`src/rtl/addsub16_arb_if.sv`:
```
// Request/grant and counter-control bundle for addsub16_arb.
// master: requesters plus counter; slave: the arbiter.
interface addsub16_arb_if;
   logic        REQ0;
   logic        REQ1;
   logic        DIR0;
   logic        DIR1;
   logic [7:0]  STEPS0;
   logic [7:0]  STEPS1;
   logic        ACK0;
   logic        ACK1;
   logic        DONE0;
   logic        DONE1;
   logic [7:0]  DONE_STEPS;
   logic        SAT;
   logic        BUSY;
   logic        CNT_EN;
   logic        CNT_SET;
   logic [15:0] CNT_Q;

   modport master (
      output REQ0, REQ1, DIR0, DIR1,
      output STEPS0, STEPS1, CNT_Q,
      input  ACK0, ACK1, DONE0, DONE1,
      input  DONE_STEPS, SAT, BUSY,
      input  CNT_EN, CNT_SET
   );

   modport slave (
      input  REQ0, REQ1, DIR0, DIR1,
      input  STEPS0, STEPS1, CNT_Q,
      output ACK0, ACK1, DONE0, DONE1,
      output DONE_STEPS, SAT, BUSY,
      output CNT_EN, CNT_SET
   );
endinterface

```
`src/rtl/addsub16_arb.sv`:
```
// Round-robin two-requester burst controller for a 16-bit up/down counter.
// Ports: CLK, RST (async active-low), bus (slave side of addsub16_arb_if).
module addsub16_arb (
   input  logic          CLK,
   input  logic          RST,
   addsub16_arb_if.slave bus
);

   typedef enum logic [1:0] {
      S_IDLE = 2'd0,
      S_RUN  = 2'd1,
      S_DONE = 2'd2
   } state_t;

   state_t      r_state;
   state_t      w_next;

   logic        r_dir;
   logic        r_owner;
   logic        r_last;
   logic        r_ack0;
   logic        r_ack1;
   logic        r_sat;
   logic [7:0]  r_rem;
   logic [7:0]  r_cnt;
   logic [7:0]  r_done_steps;

   logic        w_req_any;
   logic        w_win;
   logic        w_lim;
   logic        w_rem_z;
   logic        w_step;

   assign w_req_any = bus.REQ0 | bus.REQ1;
   // On a tie the requester not granted last wins
   assign w_win     = (bus.REQ0 & bus.REQ1) ? ~r_last : bus.REQ1;

   // Limit in the current direction, checked on the post-step value
   assign w_lim     = r_dir ? (bus.CNT_Q == 16'hFFFF)
                            : (bus.CNT_Q == 16'h0000);
   assign w_rem_z   = (r_rem == 8'd0);
   assign w_step    = (r_state == S_RUN) & ~w_rem_z & ~w_lim;

   assign bus.ACK0       = r_ack0;
   assign bus.ACK1       = r_ack1;
   assign bus.DONE_STEPS = r_done_steps;
   assign bus.SAT        = r_sat;

   always_ff @(posedge CLK or negedge RST) begin
      if (!RST) r_state <= S_IDLE;
      else      r_state <= w_next;
   end

   always_comb begin
      w_next = r_state;
      unique case (r_state)
         S_IDLE:  if (w_req_any) w_next = S_RUN;
         S_RUN:   if (!w_step)   w_next = S_DONE;
         S_DONE:  w_next = S_IDLE;
         default: w_next = S_IDLE;
      endcase
   end

   always_comb begin
      bus.CNT_EN  = 1'b0;
      bus.CNT_SET = 1'b0;
      bus.BUSY    = 1'b0;
      bus.DONE0   = 1'b0;
      bus.DONE1   = 1'b0;
      unique case (r_state)
         S_RUN: begin
            bus.CNT_EN  = w_step;
            bus.CNT_SET = r_dir;
            bus.BUSY    = 1'b1;
         end
         S_DONE: begin
            bus.BUSY    = 1'b1;
            bus.DONE0   = ~r_owner;
            bus.DONE1   = r_owner;
         end
         default: ;
      endcase
   end

   always_ff @(posedge CLK or negedge RST) begin
      if (!RST) begin
         r_dir        <= 1'b0;
         r_owner      <= 1'b0;
         r_last       <= 1'b1;
         r_ack0       <= 1'b0;
         r_ack1       <= 1'b0;
         r_sat        <= 1'b0;
         r_rem        <= 8'd0;
         r_cnt        <= 8'd0;
         r_done_steps <= 8'd0;
      end else begin
         r_ack0 <= 1'b0;
         r_ack1 <= 1'b0;
         unique case (r_state)
            S_IDLE: begin
               if (w_req_any) begin
                  r_owner <= w_win;
                  r_last  <= w_win;
                  r_dir   <= w_win ? bus.DIR1 : bus.DIR0;
                  r_rem   <= w_win ? bus.STEPS1 : bus.STEPS0;
                  r_cnt   <= 8'd0;
                  r_ack0  <= ~w_win;
                  r_ack1  <= w_win;
               end
            end
            S_RUN: begin
               if (w_step) begin
                  r_rem <= r_rem - 8'd1;
                  r_cnt <= r_cnt + 8'd1;
               end else begin
                  // Ending with steps left means a limit stopped us
                  r_done_steps <= r_cnt;
                  r_sat        <= ~w_rem_z;
               end
            end
            default: ;
         endcase
      end
   end

endmodule

```
`src/flat_wrapper.sv`:
```
// flat-port wrapper written by rule: the top's interface ports become plain ports
module addsub16_arb_flat 
  (CLK, RST, bus_REQ0, bus_REQ1, bus_DIR0, bus_DIR1, bus_STEPS0, bus_STEPS1, bus_CNT_Q, bus_ACK0, bus_ACK1, bus_DONE0, bus_DONE1, bus_DONE_STEPS, bus_SAT, bus_BUSY, bus_CNT_EN, bus_CNT_SET);
  addsub16_arb_if bus_i ();
  input  logic CLK;
  input  logic RST;
  input wire logic [$bits(bus_i.REQ0)-1:0] bus_REQ0;
  input wire logic [$bits(bus_i.REQ1)-1:0] bus_REQ1;
  input wire logic [$bits(bus_i.DIR0)-1:0] bus_DIR0;
  input wire logic [$bits(bus_i.DIR1)-1:0] bus_DIR1;
  input wire logic [$bits(bus_i.STEPS0)-1:0] bus_STEPS0;
  input wire logic [$bits(bus_i.STEPS1)-1:0] bus_STEPS1;
  input wire logic [$bits(bus_i.CNT_Q)-1:0] bus_CNT_Q;
  output wire logic [$bits(bus_i.ACK0)-1:0] bus_ACK0;
  output wire logic [$bits(bus_i.ACK1)-1:0] bus_ACK1;
  output wire logic [$bits(bus_i.DONE0)-1:0] bus_DONE0;
  output wire logic [$bits(bus_i.DONE1)-1:0] bus_DONE1;
  output wire logic [$bits(bus_i.DONE_STEPS)-1:0] bus_DONE_STEPS;
  output wire logic [$bits(bus_i.SAT)-1:0] bus_SAT;
  output wire logic [$bits(bus_i.BUSY)-1:0] bus_BUSY;
  output wire logic [$bits(bus_i.CNT_EN)-1:0] bus_CNT_EN;
  output wire logic [$bits(bus_i.CNT_SET)-1:0] bus_CNT_SET;
  assign bus_i.REQ0 = bus_REQ0;
  assign bus_i.REQ1 = bus_REQ1;
  assign bus_i.DIR0 = bus_DIR0;
  assign bus_i.DIR1 = bus_DIR1;
  assign bus_i.STEPS0 = bus_STEPS0;
  assign bus_i.STEPS1 = bus_STEPS1;
  assign bus_i.CNT_Q = bus_CNT_Q;
  assign bus_ACK0 = bus_i.ACK0;
  assign bus_ACK1 = bus_i.ACK1;
  assign bus_DONE0 = bus_i.DONE0;
  assign bus_DONE1 = bus_i.DONE1;
  assign bus_DONE_STEPS = bus_i.DONE_STEPS;
  assign bus_SAT = bus_i.SAT;
  assign bus_BUSY = bus_i.BUSY;
  assign bus_CNT_EN = bus_i.CNT_EN;
  assign bus_CNT_SET = bus_i.CNT_SET;
  addsub16_arb u_core (.CLK(CLK), .RST(RST), .bus(bus_i));
endmodule
```
`config.mk`:
```
export PLATFORM = sky130hd
export DESIGN_NAME = addsub16_arb_flat
export DESIGN_NICKNAME = d
export VERILOG_FILES = /design/src/rtl/addsub16_arb_if.sv /design/src/rtl/addsub16_arb.sv /design/src/flat_wrapper.sv
export SDC_FILE = /design/constraint.sdc
export NUM_CORES = 1
export LEC_CHECK = 0
export CAP_MARGIN = 40
export CORE_UTILIZATION = 43
export DETAILED_ROUTE_END_ITERATION = 16
export PLACE_DENSITY = 0.77
export SKIP_CTS_REPAIR_TIMING = 1
export SLEW_MARGIN = 20
export SYNTH_ARGS = -nofsm -noshare
export SYNTH_HDL_FRONTEND = slang
export SYNTH_SLANG_ARGS = --single-unit
```
`constraint.sdc`:
```
create_clock -name CLK -period 1.9 [get_ports CLK]
set_input_delay 0.19 -clock CLK [delete_from_list [all_inputs] [get_ports CLK]]
set_output_delay 0.19 -clock CLK [all_outputs]
set_load 0.005 [all_outputs]
```
==> metrics, run 1 <==
share of layout cells above drive strength 1 34.1%; Die Y 69.3 um; n_diodes 0; sequential element share of the synthesized area 41.2%; clk_lat worst skew 0.30 ns; Avg WL per Cell 16.9 um; Syn Std Cell Area 1950 um^2; pwr dens 1250 nW/um^2; top post-synthesis cells by area dfrtp_1 (40%), mux2_2 (5.2%), ha_1 (3.2%), a31oi_1 (2.9%), nor2_1 (2.5%); worst-margin pin slew 0.508 ns; Synth area leader dfrtp_1; part of the power in combinational logic 55.4%; Leak 0.00136 uW; PortBufs 53; Chip Width 69.3 um; All-Layer GR Usage 23.3%; filler cell count 306; Flop pwr share 27.7%; # H-tree levels 2; Net Count, Synth 245; Final Hold Fails 0; Clock Skew 0.00787 ns; clock sinks 32; Setup violations, final 28; Antenna Nets Post-Route 0; Pre-antenna DRT Iters 4; vias per cell 5.78; clock share of power 17.0%; Initial Utilization 44.7%; Internal 2420 uW; Remaining DRCs 0; hold crit path type in -> async; GRT overflow 0; global-route wire length before repair 8.96 mm; design area 3200 um^2; crit path DAT 2.10 ns; Die ar. 4800 um^2; YS warnings 0; Rows 24; async set-reset flop share out of synthesis 100%; TritonCTS clock tree built; Worst Path Max Fanout 3; most frequent cells in the layout clkdlybuf4s50_1 (52), buf_4 (45), dfrtp_1 (31); Max Cap Viol 0; Reg-to-Reg End u_core.r_rem[5]; RSZ-0062 raised after global routing true; Total Nets Final 350; TritonCTS Buffers 5; root buf cell clkbuf_8; cells on worst reg2reg path 10; Period minus WS final 2.29 ns; Worst Setup End Kind primary output; failing checks negative setup slack; status finished with violations; area of the core 4350 um^2; Util after Layout 73.5%; Slew HR 65.3%; type of element launching the critical path register; worst-case clock buffer depth 2; Clock Pin Slew Worst Setup and Hold Paths 0.08 ns; WP data required 1.71 ns; sw power 1570 uW; Synth Register Bits 32; worst r2r src u_core.r_rem[1]; largest net degree at the start of global routing 33; internal reg-to-reg setup slack -0.39 ns; Final Cycle Share 121%; Area Growth Syn to Fin 64.3%; Placed Area 2840 um^2; Hold Worst Slack 0.292 ns; I/O pins 54; most common cell after layout, fill and taps aside clkdlybuf4s50_1; max-slew violation count 0; HPWL Detailed 3.96 mm; vias 2082; Yosys cell types 55; synthesized area per cell 9.64 um^2; final wirelength 6.08 mm; vias in the first global route 1976; PnR worst setup slack -0.395 ns; Worst Setup Path Type reg -> out; Routability Congestion 0.809; EDFF count, synth 0; DRT iter0 DRCs 183; switching share of total power 39.3%; Max Freq 436 MHz; cells after synthesis 202; Peak VDD IR 0.662 mV; antenna violations before repair 0; Synth top area share 39.8%; Synth Flop Type dfrtp_1
## sequential cells by signal, summed over array words and instances (netlist names)
register / flops
u_core.r_owner: 1
u_core.bus.DONE_STEPS: 8
u_core.bus.ACK1: 1
u_core.r_dir: 1
u_core.bus.ACK0: 1
u_core.r_cnt: 8
u_core.r_state: 2
u_core.bus.SAT: 1
u_core.r_rem: 8
u_core.r_last: 1
## cell usage after synthesis (all sizes together), types with 2 or more instances
cell	number
a2111oi	3
a211oi	4
a21oi	8
a22oi	2
a311oi	2
a31o	2
a31oi	10
a32o	2
and2	3
and3	2
buf	5
clkbuf	4
dfrtp	31
ha	5
inv	12
mux2	9
mux2i	4
nand2	12
nand2b	5
nand3	5
nand4	5
nor2	13
nor2b	5
nor3	6
nor4	8
o21ai	10
o31a	2
o31ai	3
## worst max path at each step
stage	start	end	slack (ns)	depth (start not counted)
final	u_core.r_rem[1]	bus_CNT_EN	-0.39	8
after global routing	u_core.r_rem[1]	u_core.r_rem[5]	-0.49	10
after CTS	u_core.r_rem[1]	bus_CNT_EN	-0.72	8
after detailed placement	u_core.r_rem[1]	u_core.r_cnt[1]	-0.39	9
after global placement	u_core.r_rem[1]	bus_CNT_EN	-0.31	8
after floorplan	u_core.r_rem[0]	u_core.r_cnt[2]	-0.11	7
## per-stage QoR
step	TNS, ns	total power [uW]	setup WS [ns]	cells
final	-8.75	3990	-0.395	360
after global routing	-11.20	4200	-0.489	360
after CTS	-10.04	3600	-0.716	350
after detailed placement	-9.16	2910	-0.389	342
after global placement	-6.69	2850	-0.310	342
after floorplan	-1.81	2020	-0.112	202
## worst max-delay path, cell delays in order, from the launching register on
cell	delay (ns)
dfrtp_1	0.39
inv_2	0.08
ha_4	0.12
or3b_4	0.40
nor4b_4	0.34
buf_4	0.17
a31o_4	0.11
nor3_1	0.07
clkbuf_2	0.12
## power by group through the flow
stage / clock [uW] / sequential (uW) / combinational [uW]
5_1_grt: 703 / 1130 / 2370
2_1_floorplan: 0 / 1080 / 940
6_report: 677 / 1100 / 2210
4_1_cts: 679 / 1080 / 1830
3_3_place_gp: 0 / 1090 / 1760
3_5_place_dp: 0 / 1100 / 1810
## per-layer routing
| layer | GRT usage (%) | up-vias | share of wire [%] |
|---|---|---|---|
| li1 | - | 987 | - |
| met1 | 28.8 | 1014 | 43 |
| met2 | 40.6 | 75 | 51 |
| met3 | 4.65 | 6 | 5.2 |
| met4 | 7.71 | 0 | 1.1 |
| met5 | 0 | - | 0 |
## logic make-up (layout without fill, tap and decap cells)
family / Yosys count / after routing / share of synthesized area, %
flops: 32 / 32 / 41.2
mux: 13 / 13 / 7.26
fa+ha+maj: 5 / 5 / 3.21
simple gates: 70 / 70 / 20.6
buf+inv: 21 / 126 / 4.43
compound gates: 61 / 62 / 23.4
## layout make-up
class	count	area [um^2]	area share [%]
Multi-Input combinational cell	150	1210	37.7
Timing Repair Buffer	106	971	30.3
Sequential cell	32	802	25.1
Clock buffer	5	68.8	2.15
Tap cell	52	65.1	2.03
Inverter	12	45.0	1.41
Clock inverter	3	42.5	1.33
Note: power is estimated with default switching activity, not from simulation.
==> inputs of run 2 (changes only) <==
--- a/config.mk
+++ b/config.mk
@@ -8,6 +8,7 @@
 export CAP_MARGIN = 40
 export CORE_UTILIZATION = 43
 export DETAILED_ROUTE_END_ITERATION = 16
+export HOLD_SLACK_MARGIN = 0.02
 export PLACE_DENSITY = 0.77
 export SKIP_CTS_REPAIR_TIMING = 1
 export SLEW_MARGIN = 20
==> results of run 2 <==
Final layout, timing and power as in run 1 (identical DEF).
==> inputs of run 3 (changes only) <==
--- a/config.mk
+++ b/config.mk
@@ -6,10 +6,12 @@
 export NUM_CORES = 1
 export LEC_CHECK = 0
 export CAP_MARGIN = 40
-export CORE_UTILIZATION = 43
+export CORE_MARGIN = 4
+export CORE_UTILIZATION = 48
 export DETAILED_ROUTE_END_ITERATION = 16
+export GPL_TIMING_DRIVEN = 0
 export HOLD_SLACK_MARGIN = 0.02
-export PLACE_DENSITY = 0.77
+export PLACE_DENSITY = 0.81
 export SKIP_CTS_REPAIR_TIMING = 1
 export SLEW_MARGIN = 20
 export SYNTH_ARGS = -nofsm -noshare
==> constraint.sdc (replaced) <==
create_clock -name CLK -period 2.45 [get_ports CLK]
set_input_delay 0.245 -clock CLK [delete_from_list [all_inputs] [get_ports CLK]]
set_output_delay 0.245 -clock CLK [all_outputs]
set_load 0.005 [all_outputs]
==> run 3 against run 2 <==
  * The flow now finishes without violations
  * Die area is 7.0% higher
  * Core utilization is 3.1 points lower
  * Register-to-register slack better by 0.52 ns
  * Sequential share of layout area up 4.9 points
  * Combinational power decreased by 47%
  * Via count shrank 9.0%
  * Global-route usage fell by 2.0 points
  * Non-clock buffer count fell by 40
  * Design area down 16%
  * Worst hold slack worse by 0.29 ns
  * Wire length down 10%
  * Critical path type unchanged
  * Critical endpoint unchanged
  * Largest cell class unchanged
  * Largest power group unchanged
==> metrics, run 3 (same netlist as run 1, synthesis figures left out) <==
setup TNS 0 ns (+8.75 ns); vias per cell 6.02 (+4.0%); cells on worst reg2reg path 8 (-2); Remaining DRCs 0 (unchanged); Leak 0.00111 uW (-19%); Pre-antenna DRT Iters 5 (+1); final wirelength 5.44 mm (-10%); HPWL Detailed 3.94 mm (-0.41%); Area Growth Syn to Fin 37.3%; worst r2r src u_core.r_rem[1]; hold crit path type in -> async; Setup violations, final 0 (-100%); Initial Utilization 51.3% (+6.5 points); crit path DAT 2.08 ns (-0.02 ns); PortBufs 53 (unchanged); n_diodes 0 (unchanged); design area 2680 um^2 (-16%); Hold Worst Slack 0.000950 ns (-0.291 ns); All-Layer GR Usage 21.3% (-2.0 points); root buf cell clkbuf_8; status finished clean; critical path buffer and inverter count 2 (-1); WP data required 2.20 ns (+0.49 ns); pwr dens 911 nW/um^2 (-27%); I/O pins 54 (unchanged); antenna violations before repair 0 (unchanged); post-layout power 2440 uW (-39%); Final Cycle Share 95.0%; Avg WL per Cell 17.3 um (+2.4%); GRT overflow 0 (unchanged); share of layout cells above drive strength 1 16.5% (-18 points); most common cell after layout, fill and taps aside clkdlybuf4s50_1; Routability Congestion 0.810 (about the same); Util after Layout 70.4% (-3.1 points); Final Hold Fails 0 (unchanged); Clock Skew 0.00577 ns (-0.00210 ns); DRT iter0 DRCs 149 (-19%); TritonCTS clock tree built; Period minus WS final 2.33 ns; Slew HR 52.2% (-13 points); Antenna Nets Post-Route 0 (unchanged); internal reg-to-reg setup slack 0.13 ns (+0.52 ns); Die ar. 5140 um^2 (+7.0%); Peak VDD IR 0.537 mV (-19%); Die Y 71.7 um (+3.5%); Rows 22 (-8.3%); Worst Path Max Fanout 3 (unchanged); Reg-to-Reg End u_core.r_cnt[2]; TritonCTS Buffers 5 (unchanged); Max Cap Viol 0 (unchanged); Placed Area 2530 um^2 (-11%); Total Nets Final 309 (-12%); RSZ-0062 raised after global routing true; vias 1895 (-9.0%); most frequent cells in the layout clkdlybuf4s50_1 (51), dfrtp_1 (31), nor2_1 (13); Top delay family on crit path simple AND/OR/NAND/NOR gates; worst-path cell chain inv_1 > ha_2 > or3b_4 > nor4b_4 > a31o_4 > nor3_1 > dlymetal6s2s_1; Max Freq 429 MHz; Slowest cell on crit path or3b_4; clock sinks 32 (unchanged); largest net degree at the start of global routing 33 (unchanged); area of the core 3800 um^2 (-13%); worst-case clock buffer depth 2 (unchanged); max-slew violation count 0 (unchanged); Worst Setup Path Type reg -> out; vias in the first global route 1902 (-3.7%); Chip Width 71.7 um (+3.5%); Clock Pin Slew Worst Setup and Hold Paths 0.06 ns (-0.02 ns); worst-margin pin slew 0.717 ns (+0.209 ns); # H-tree levels 2 (unchanged); Worst Setup End Kind primary output; global-route wire length before repair 8.62 mm (-3.8%); clk_lat worst skew 0.29 ns (about the same); type of element launching the critical path register; Max stage delay on crit path 0.40 ns (about the same)
[run 3: report_power, final]
group          switching [uW]  leakage (uW)  total, uW  internal [uW]
registers                 165      0.000402        869            704
clock network             199     0.0000422        398            199
logic                     636      0.000664       1170            534
[run 3: worst reg2reg max path, delay by kind of cell, from the launching register on]
| kind | cells | cell delay (ns) |
|---|---|---|
| and+or+nand+nor | 3 | 0.90 |
| AOI/OAI and AO/OA | 2 | 0.55 |
| DFF | 1 | 0.38 |
| buffers and inverters | 2 | 0.21 |
| adders and majority gates | 1 | 0.18 |
[run 3: worst max path at each step]
| stage | startpoint | endpoint | depth (start not counted) |
|---|---|---|---|
| final | u_core.r_rem[1] | bus_CNT_EN | 7 |
| after global routing | u_core.r_state[1] | u_core.r_rem[2] | 7 |
| after CTS | u_core.r_rem[0] | bus_CNT_EN | 7 |
| after detailed placement | bus_REQ1 | u_core.r_cnt[1] | 5 |
| after global placement | bus_REQ1 | u_core.r_cnt[1] | 5 |
| after floorplan | u_core.r_rem[0] | u_core.r_cnt[2] | 7 |
[run 3: metrics by stage]
| stage | std cells | setup slack, ns |
|---|---|---|
| floorplan | 202 | 0.413 |
| global placement | 303 | -0.144 |
| detailed placement | 303 | -0.243 |
| CTS | 311 | -0.276 |
| global route | 315 | -0.0238 |
| finish | 315 | 0.122 |
[run 3: metal layers]
metal | global-route usage (%) | vias to the layer above | share of wire [%]
li1 | - | 902 | -
met1 | 25.6 | 900 | 41
met2 | 37.0 | 78 | 50
met3 | 5.47 | 15 | 7.4
met4 | 6.68 | 0 | 1.7
met5 | 0 | - | 0
[run 3: area by class of cell]
type,count,area [um^2]
Fill cell,327,1120
Buffer,9,50.0
Tap cell,48,60.1
Clock inverter,1,5.00
Clock buffer,7,76.3
Sequential cell,32,802
Inverter,12,45.0
Multi-Input combinational cell,149,1080
Timing Repair Buffer,57,558
